$ cat src/rtl/msg_ser_pkg.sv
// Shared types and sizing helpers for the message serializer.
// The MSG_SER_CHECKSUM_EN build option is consumed in msg_serializer.sv.
package msg_ser_pkg;

    typedef enum logic [2:0] {
        T_NOP   = 3'd0,
        T_ONE   = 3'd1,
        T_TWO   = 3'd2,
        T_THREE = 3'd3,
        T_FOUR  = 3'd4
    } msg_tag_e;

    typedef enum logic {
        S_IDLE = 1'b0,
        S_SEND = 1'b1
    } ser_state_e;

    localparam int DROP_W = 16;

    function automatic int nbeats(input int msg_w, input int beat_w);
        return (msg_w + beat_w - 1) / beat_w;
    endfunction

    // Index counters need at least one bit even for single-beat messages.
    function automatic int idx_width(input int n);
        return (n > 1) ? $clog2(n) : 1;
    endfunction

endpackage

$ cat src/rtl/msg_ser_beat_mux.sv
// Selects beat idx_i of a message, MSB-first, with the final beat zero-padded
// in its LSBs. Indices past the last data beat return zero.
module msg_ser_beat_mux
    import msg_ser_pkg::*;
#(
    parameter int MSG_W  = 32,
    parameter int BEAT_W = 8,
    parameter int IDX_W  = 2
) (
    input  logic [MSG_W-1:0]  msg_i,
    input  logic [IDX_W-1:0]  idx_i,
    output logic [BEAT_W-1:0] beat_o
);

    localparam int NBEATS = nbeats(MSG_W, BEAT_W);
    localparam int PAD_W  = NBEATS * BEAT_W - MSG_W;

    logic [NBEATS*BEAT_W-1:0] padded;

    // Left-justify the message so the pad lands in the LSBs of the last beat.
    assign padded = (NBEATS * BEAT_W)'(msg_i) << PAD_W;

    always_comb begin
        beat_o = '0;
        for (int k = 0; k < NBEATS; k++) begin
            if (idx_i == IDX_W'(k)) begin
                beat_o = padded[(NBEATS-1-k)*BEAT_W +: BEAT_W];
            end
        end
    end

endmodule

$ cat src/rtl/msg_serializer.sv
// Accepts tagged messages and streams them out as BEAT_W-wide beats.
// Define MSG_SER_CHECKSUM_EN to append an XOR checksum beat to every message.
//
//   state  | meaning
//   S_IDLE | ready for a message; illegal tags are counted and dropped
//   S_SEND | streaming beats of the registered message
module msg_serializer
    import msg_ser_pkg::*;
#(
    parameter int MSG_W   = 32,
    parameter int BEAT_W  = 8,
    parameter int TAG_W   = 3,
    parameter int MAX_TAG = 4
) (
    input  logic              clk,
    input  logic              rst,
    input  logic              in_valid,
    output logic              in_ready,
    input  logic [MSG_W-1:0]  in_msg,
    output logic              out_valid,
    input  logic              out_ready,
    output logic [BEAT_W-1:0] out_data,
    output logic              out_last,
    output logic [TAG_W-1:0]  out_tag,
    output logic [DROP_W-1:0] drop_count,
    output logic              busy
);

    localparam int NBEATS = nbeats(MSG_W, BEAT_W);
`ifdef MSG_SER_CHECKSUM_EN
    localparam int TOTAL_BEATS = NBEATS + 1;
`else
    localparam int TOTAL_BEATS = NBEATS;
`endif
    localparam int               IDX_W     = idx_width(TOTAL_BEATS);
    localparam logic [IDX_W-1:0] LAST_IDX  = IDX_W'(TOTAL_BEATS - 1);
    localparam logic [31:0]      MAX_TAG_U = MAX_TAG;

    ser_state_e        state_q, state_d;
    logic [MSG_W-1:0]  msg_q, msg_d;
    logic [TAG_W-1:0]  tag_q, tag_d;
    logic [IDX_W-1:0]  idx_q, idx_d;
    logic [DROP_W-1:0] drop_q, drop_d;

    logic [TAG_W-1:0]  in_tag;
    logic              tag_legal;
    logic              last_beat;
    logic [BEAT_W-1:0] mux_beat;
    logic [BEAT_W-1:0] beat_data;

    assign in_tag    = in_msg[MSG_W-1 -: TAG_W];
    assign tag_legal = (in_tag != TAG_W'(T_NOP)) && (32'(in_tag) <= MAX_TAG_U);
    assign last_beat = (idx_q == LAST_IDX);

    msg_ser_beat_mux #(
        .MSG_W  (MSG_W),
        .BEAT_W (BEAT_W),
        .IDX_W  (IDX_W)
    ) u_beat_mux (
        .msg_i  (msg_q),
        .idx_i  (idx_q),
        .beat_o (mux_beat)
    );

`ifdef MSG_SER_CHECKSUM_EN
    logic [BEAT_W-1:0] csum_q, csum_d;

    // Running XOR of the data beats; presented in place of the mux on the final beat.
    assign beat_data = last_beat ? csum_q : mux_beat;

    always_comb begin
        csum_d = csum_q;
        if (state_q == S_IDLE) begin
            csum_d = '0;
        end else if (out_ready && !last_beat) begin
            csum_d = csum_q ^ mux_beat;
        end
    end

    always_ff @(posedge clk) begin
        if (rst) begin
            csum_q <= '0;
        end else begin
            csum_q <= csum_d;
        end
    end
`else
    assign beat_data = mux_beat;
`endif

    always_comb begin
        state_d   = state_q;
        msg_d     = msg_q;
        tag_d     = tag_q;
        idx_d     = idx_q;
        drop_d    = drop_q;
        in_ready  = 1'b0;
        busy      = 1'b0;
        out_valid = 1'b0;
        out_data  = '0;
        out_last  = 1'b0;
        out_tag   = '0;

        case (state_q)
            S_IDLE: begin
                in_ready = 1'b1;
                if (in_valid) begin
                    if (tag_legal) begin
                        state_d = S_SEND;
                        msg_d   = in_msg;
                        tag_d   = in_tag;
                        idx_d   = '0;
                    end else if (drop_q != {DROP_W{1'b1}}) begin
                        drop_d = drop_q + DROP_W'(1);
                    end
                end
            end
            S_SEND: begin
                busy      = 1'b1;
                out_valid = 1'b1;
                out_data  = beat_data;
                out_last  = last_beat;
                out_tag   = tag_q;
                if (out_ready) begin
                    if (last_beat) begin
                        state_d = S_IDLE;
                    end else begin
                        idx_d = idx_q + IDX_W'(1);
                    end
                end
            end
            default: state_d = S_IDLE;
        endcase
    end

    always_ff @(posedge clk) begin
        if (rst) begin
            state_q <= S_IDLE;
            msg_q   <= '0;
            tag_q   <= '0;
            idx_q   <= '0;
            drop_q  <= '0;
        end else begin
            state_q <= state_d;
            msg_q   <= msg_d;
            tag_q   <= tag_d;
            idx_q   <= idx_d;
            drop_q  <= drop_d;
        end
    end

    assign drop_count = drop_q;

endmodule

$ cat config.mk
export PLATFORM = sky130hd
export DESIGN_NAME = msg_serializer
export DESIGN_NICKNAME = d
export VERILOG_FILES = /design/src/rtl/msg_ser_pkg.sv /design/src/rtl/msg_ser_beat_mux.sv /design/src/rtl/msg_serializer.sv
export SDC_FILE = /design/constraint.sdc
export NUM_CORES = 1
export LEC_CHECK = 0
export BUFFER_PORTS_ARGS = -buffer_cell sky130_fd_sc_hd__buf_2
export CAP_MARGIN = 5
export CORE_MARGIN = 2
export CORE_UTILIZATION = 47
export CTS_CLUSTER_SIZE = 30
export DETAILED_ROUTE_END_ITERATION = 8
export PLACE_DENSITY_LB_ADDON = 0.3
export SLEW_MARGIN = 10
export SYNTH_ARGS = -nofsm -noshare
export SYNTH_HDL_FRONTEND = slang
export SYNTH_SLANG_ARGS = --single-unit
$ cat constraint.sdc
create_clock -name clk -period 1.5 [get_ports clk]
set_input_delay 0.15 -clock clk [delete_from_list [all_inputs] [get_ports clk]]
set_output_delay 0.15 -clock clk [all_outputs]
set_load 0.05 [all_outputs]
## Word level (Yosys, flattened, before mapping)

Cells that the tools add are included.

| cells by class | value |
|---|---|
| bitwise gates (word level) | 2 |
| add/sub/neg operators | 2 |
| $lt $le $gt $ge | 1 |
| reductions and logical operators | 6 |
| equality and inequality tests | 8 |
| mux-type cells | 19 |

Operators by type and width:

| cell | count |
|---|---|
| two-way mux 8 bit | 5 |
| adder 16 x 1 -> 16 bit, second input constant | 1 |
| != test 16 bit, second input constant | 1 |
| two-way mux 2 bit | 4 |
| != test 2 bit, second input constant | 4 |
| AND reduction 4 bit | 2 |
| two-way mux 1 bit | 7 |
| == test 2 bit, second input constant | 2 |
| one-hot mux 2 bit (2 select lines) | 1 |
| less-or-equal comparator 3 bit, second input constant | 1 |
| two-way mux 3 bit | 1 |
| AND reduction 3 bit | 1 |
| nonzero test 3 bit | 1 |
| adder 2 x 1 -> 2 bit, second input constant | 1 |
| == test 2 x 1 -> 1 bit, second input constant | 1 |
| logical NOT 2 bit | 1 |
| NOT 1 bit | 2 |
| one-hot mux 1 bit (2 select lines) | 1 |
| logical AND 1 bit | 1 |

| storage, ports and cells | value |
|---|---|
| flip-flop bits (word level) | 54 |
| logic and storage cells | 43 |
| output and inout port bits | 31 |

## Logic depth before layout (Yosys ltp)

| logic depth | value |
|---|---|
| depth in word-level cells | 6 |
| mapped depth | 7 |
| mapped depth without buffers | 6 |

## Cells and area by module

Synthesis repeated with hierarchy kept, for this count alone.

| unflattened totals | value |
|---|---|
| cells, all modules | 290 |
| area total of the unflattened synthesis | 2428.6 um^2 |

By module, submodules not included:

| module | seq. area each (um^2) | cells an instance | area an instance (um^2) | instances |
|---|---|---|---|---|
| msg_serializer | 1021.0 | 280 | 2232.1 | 1 |
| msg_ser_beat_mux | 0.0 | 10 | 196.4 | 1 |

## Worst setup path before layout

No wires, ideal clock.

| timing path | value |
|---|---|
| path kind | reg-to-output |
| start | register state_q |
| end | output port out_data[0] |
| stages on the path, launching flop included | 4 |
| path buffers | 1 |
| slack | -788 ps |
| data required time | 1350 ps |
| data arrival time | 2138 ps |
| cells stage by stage | dfxtp_1 inv_1 clkbuf_1 a21oi_1 |

| between the ends | value |
|---|---|
| cells in the longest elaborated chain, start to end | 1 |

RTL lines:

| item | RTL line | text |
|---|---|---|
| from (decl) | msg_serializer.sv:39 | `ser_state_e state_q, state_d;` |
| from (signal assigned) | msg_serializer.sv:144 | `state_q <= state_d;` |
| two-way mux 8 bit | msg_serializer.sv:104 | `case (state_q)` |
| to (decl) | msg_serializer.sv:22 | `output logic [BEAT_W-1:0] out_data,` |

No other way between the ends.

## Final worst setup path

| timing path | value |
|---|---|
| start | register idx_q[0] |
| end | output port out_data[3] |

| between the ends | value |
|---|---|
| cells in the longest elaborated chain, start to end | 6 |
| elaborated cells on any way between the ends | 9 |
| those cells by class | 3 x eq/ne; 5 x mux; 1 x reduce/logical |

RTL lines:

| item | RTL line | text |
|---|---|---|
| from (decl) | msg_serializer.sv:42 | `logic [IDX_W-1:0] idx_q, idx_d;` |
| from (signal assigned) | msg_serializer.sv:147 | `idx_q <= idx_d;` |
| logical NOT 2 bit | msg_ser_beat_mux.sv:26 | `if (idx_i == IDX_W'(k)) begin` |
| two-way mux 8 bit (3 in series) | msg_ser_beat_mux.sv:26 |  |
| two-way mux 8 bit (*) | msg_ser_beat_mux.sv:26 |  |
| two-way mux 8 bit (*) | msg_serializer.sv:104 |  |

Every way passes the cells marked *; elsewhere a longest branch is shown, timed or not.

==> flow_summary.yaml <==
status:
  status: "finished with violations"
  failed_checks: "negative setup slack"
final_layout:
  fin_nets: 487
  stdcell_count: 517
  drive_gt1_share_pct: 49.22
  n_fill_cell: 355
  area_growth_pct: 60.12
  num_antenna_cells: 0
synth:
  synth-async-reset-ratio_pct: 0
  ys_seq_area_share_pct: 40.58
  synth_edf_count: 0
  ys_ff_latch: 51
  synth.area.top_cells: "dfxtp_1 (41%), nand2_1 (12%), a21oi_1 (11%)"
  synth_area_mm2: 0.002516
  synthFlopType: "dfxtp_1"
  postSynthAreaPerCell_um2: 7.695
  yosysTopAreaCellShare_pct: 40.58
  yosysWarningCount: 0
  syn_nets: 368
  synthCells: 327
  synth.distinct_cells: 37
  yosysTopAreaCell: "dfxtp_1"
  synthTopCellsByCount: "nand2_1 (83), a21oi_1 (54), dfxtp_1 (51)"
  yosysMostFrequentCell: "nand2_1"
floorplan:
  ioPinCount: 67
  die_height_um: 77.17
  fp-row-count: 26
  die-area_mm2: 0.005954
  initial_core_util_pct: 48.95
  die_x_um: 77.17
  coreArea_mm2: 0.005140
worst_setup_path:
  cp-start-kind: "flop"
  critPathKind: "reg2out"
  crit_fanout: 13
  path_common_cell: "buf_6"
  crit_required_ns: 1.35
  arrival_ns: 1.92
  critPathMaxStageDelay_ns: 0.37
  worstPathCellList: "buf_6, ha_4, and3b_2, a211oi_2, a211o_1, a21oi_4, buf_6"
  cp-end-kind: "output port"
  worstRegToRegCells: 10
  critPathSlowestCell: "dfxtp_4"
power_and_ir_drop:
  p_leak_nw: 1.652
  ir_drop_v: 0.0004673
  power_density_mw_per_mm2: 712.2
timing:
  fin_ws_ns: -0.5712
  skew_ns: 0.005785
  hold_slack_ns: 0.06310
  finalCriticalPeriod_ns: 2.071
  fin_setup_tns_ns: -6.353
  rsz0062_at_grt: "true"
  setup-violations-final: 25
  worst_pin_slew_ns: 0.5954
  hold_viol: 0
  drv_slew: 0
  fin_crit_sh_pct: 138.1
  max-slew-margin-rel_pct: 60.30
  fmax_mhz: 482.8
drt:
  drt-wirelength-per-cell_um: 16.17
  drt_pre_antenna_iters: 5
  routed_wl_mm: 8.361
  ant_nets: 0
  routed_via_density: 5.559
  vias: 2874
  drt_iter0_drc: 186
  drc: 0
global_routing:
  top_usage_layer: "met2"
  grtUsageMet3_pct: 5.294
  grt_overflow_total: 0
  grt_pass1_vias: 2696
  grt_usage_pct: 26.67
  antenna_found_initial: 0
  use_met2_pct: 45.91
  grt_max_degree: 43
  grt_pass1_wl_mm: 12.70
  met1_usage_pct: 32.43
worst_hold_path:
  min_path_cells: 3
  min_path_type: "in2reg"
cts:
  clk_pin_slew_ns: 0.10
  cts_tree: "built"
  insertion_delay_ns: 0.31
  cts_root_buf: "clkbuf_8"
  cts_buffers: 5
  cts_buffer_depth: 2
  cts_hold_buf: 0
  htree_num_levels: 2
  clkSinkCount: 51
place:
  gp_congestion: 0.8100
  dpl.cell_count: 485
  dp_hpwl_mm: 5.049
  port_buffers: 66
flow_run:
  maxCapViolCount: 0
[final timing paths]
kind	start	slack, ns	to
setup reg to reg	idx_q[0]$_SDFFE_PP0P_	-0.24	idx_q[1]$_SDFFE_PP0P_
setup / recovery	idx_q[0]$_SDFFE_PP0P_	-0.57	out_data[3]
hold reg to reg	msg_q[13]$_SDFFE_PP0P_	0.46	msg_q[13]$_SDFFE_PP0P_
hold / removal	in_msg[25]	0.06	msg_q[25]$_SDFFE_PP0P_
[per-stage QoR]
step	cell area (um^2)	util [%]	power (W)	worst slack, ns
final	4029	78.38	0.002869	-0.5712
after global routing	4029	78.38	0.002981	-0.6254
after global placement	3428	66.70	0.001887	-0.2552
after detailed placement	3428	66.70	0.001897	-0.2823
after CTS	3837	74.66	0.002836	-0.4875
after floorplan	2776	-	0.001728	-0.2007
[kinds of logic (layout without fill, tap and decap cells)]
kind of cell | count (synthesis) | after routing | share of synthesized area [%]
buffers and inverters | 36 | 156 | 5.619
DFF | 51 | 51 | 40.58
and+or+nand+nor | 140 | 140 | 28.00
adders and majority gates | 5 | 5 | 2.486
AOI/OAI and AO/OA | 92 | 92 | 21.98
muxes | 3 | 3 | 1.343
[what timing repair did]
action / CTS / global route
pin swaps: 18 / 20
resized for setup: 48 / 36
buffers inserted: 21 / 13
hold endpoints to repair: 0 / 0
endpoints found under the setup margin: 28 / 60
[layer usage]
layer	vias up	share of wire (%)
met3	21	6.0
met2	108	51
met1	1355	40
li1	1390	-
met5	-	0
met4	0	3.3
[worst max-delay path, delay by kind of cell (launching register included)]
family	cells	cell delay [ns]
adder cells (fa/ha/maj)	1	0.19
AO/OA/AOI/OAI	3	0.49
buffers and inverters	2	0.29
AND/OR/NAND/NOR	1	0.28
flip-flops	1	0.37
[sequential cells by signal, indices dropped and copies added (netlist names)]
register,count
state_q,1
msg_q,32
drop_count,16
idx_q,2
[layout by cell type, fill, tap and decap left out, types with 5 or more instances in the layout]
cell,Yosys,final
a211o_1,8,8
a211oi_1,10,6
a21oi_1,54,40
a21oi_2,0,6
a21oi_4,0,8
and3b_1,8,7
buf_2,2,56
buf_4,1,54
buf_6,0,22
clkbuf_8,0,5
dfxtp_1,51,32
dfxtp_4,0,19
inv_1,12,9
nand2_1,83,80
nor2_1,5,5
o31ai_1,7,6
[power breakdown]
part	leakage (nW)	internal [W]	switching [W]
clock	0.0563	0.000431	0.000486
combinational	1.17	0.000221	0.000314
sequential	0.430	0.00138	0.0000392
[area by class of cell]
class / count / area, um^2 / share of cell area [%]
clock buffers: 6 / 93.84 / 2.329
clock inverters: 2 / 13.76 / 0.3416
inverters: 12 / 45.04 / 1.118
multi-input cells: 240 / 1688 / 41.89
flip-flops and latches: 51 / 1092 / 27.11
well taps: 70 / 87.58 / 2.174
repair buffers: 136 / 1008 / 25.03
Note: power is estimated with default switching activity, not from simulation.
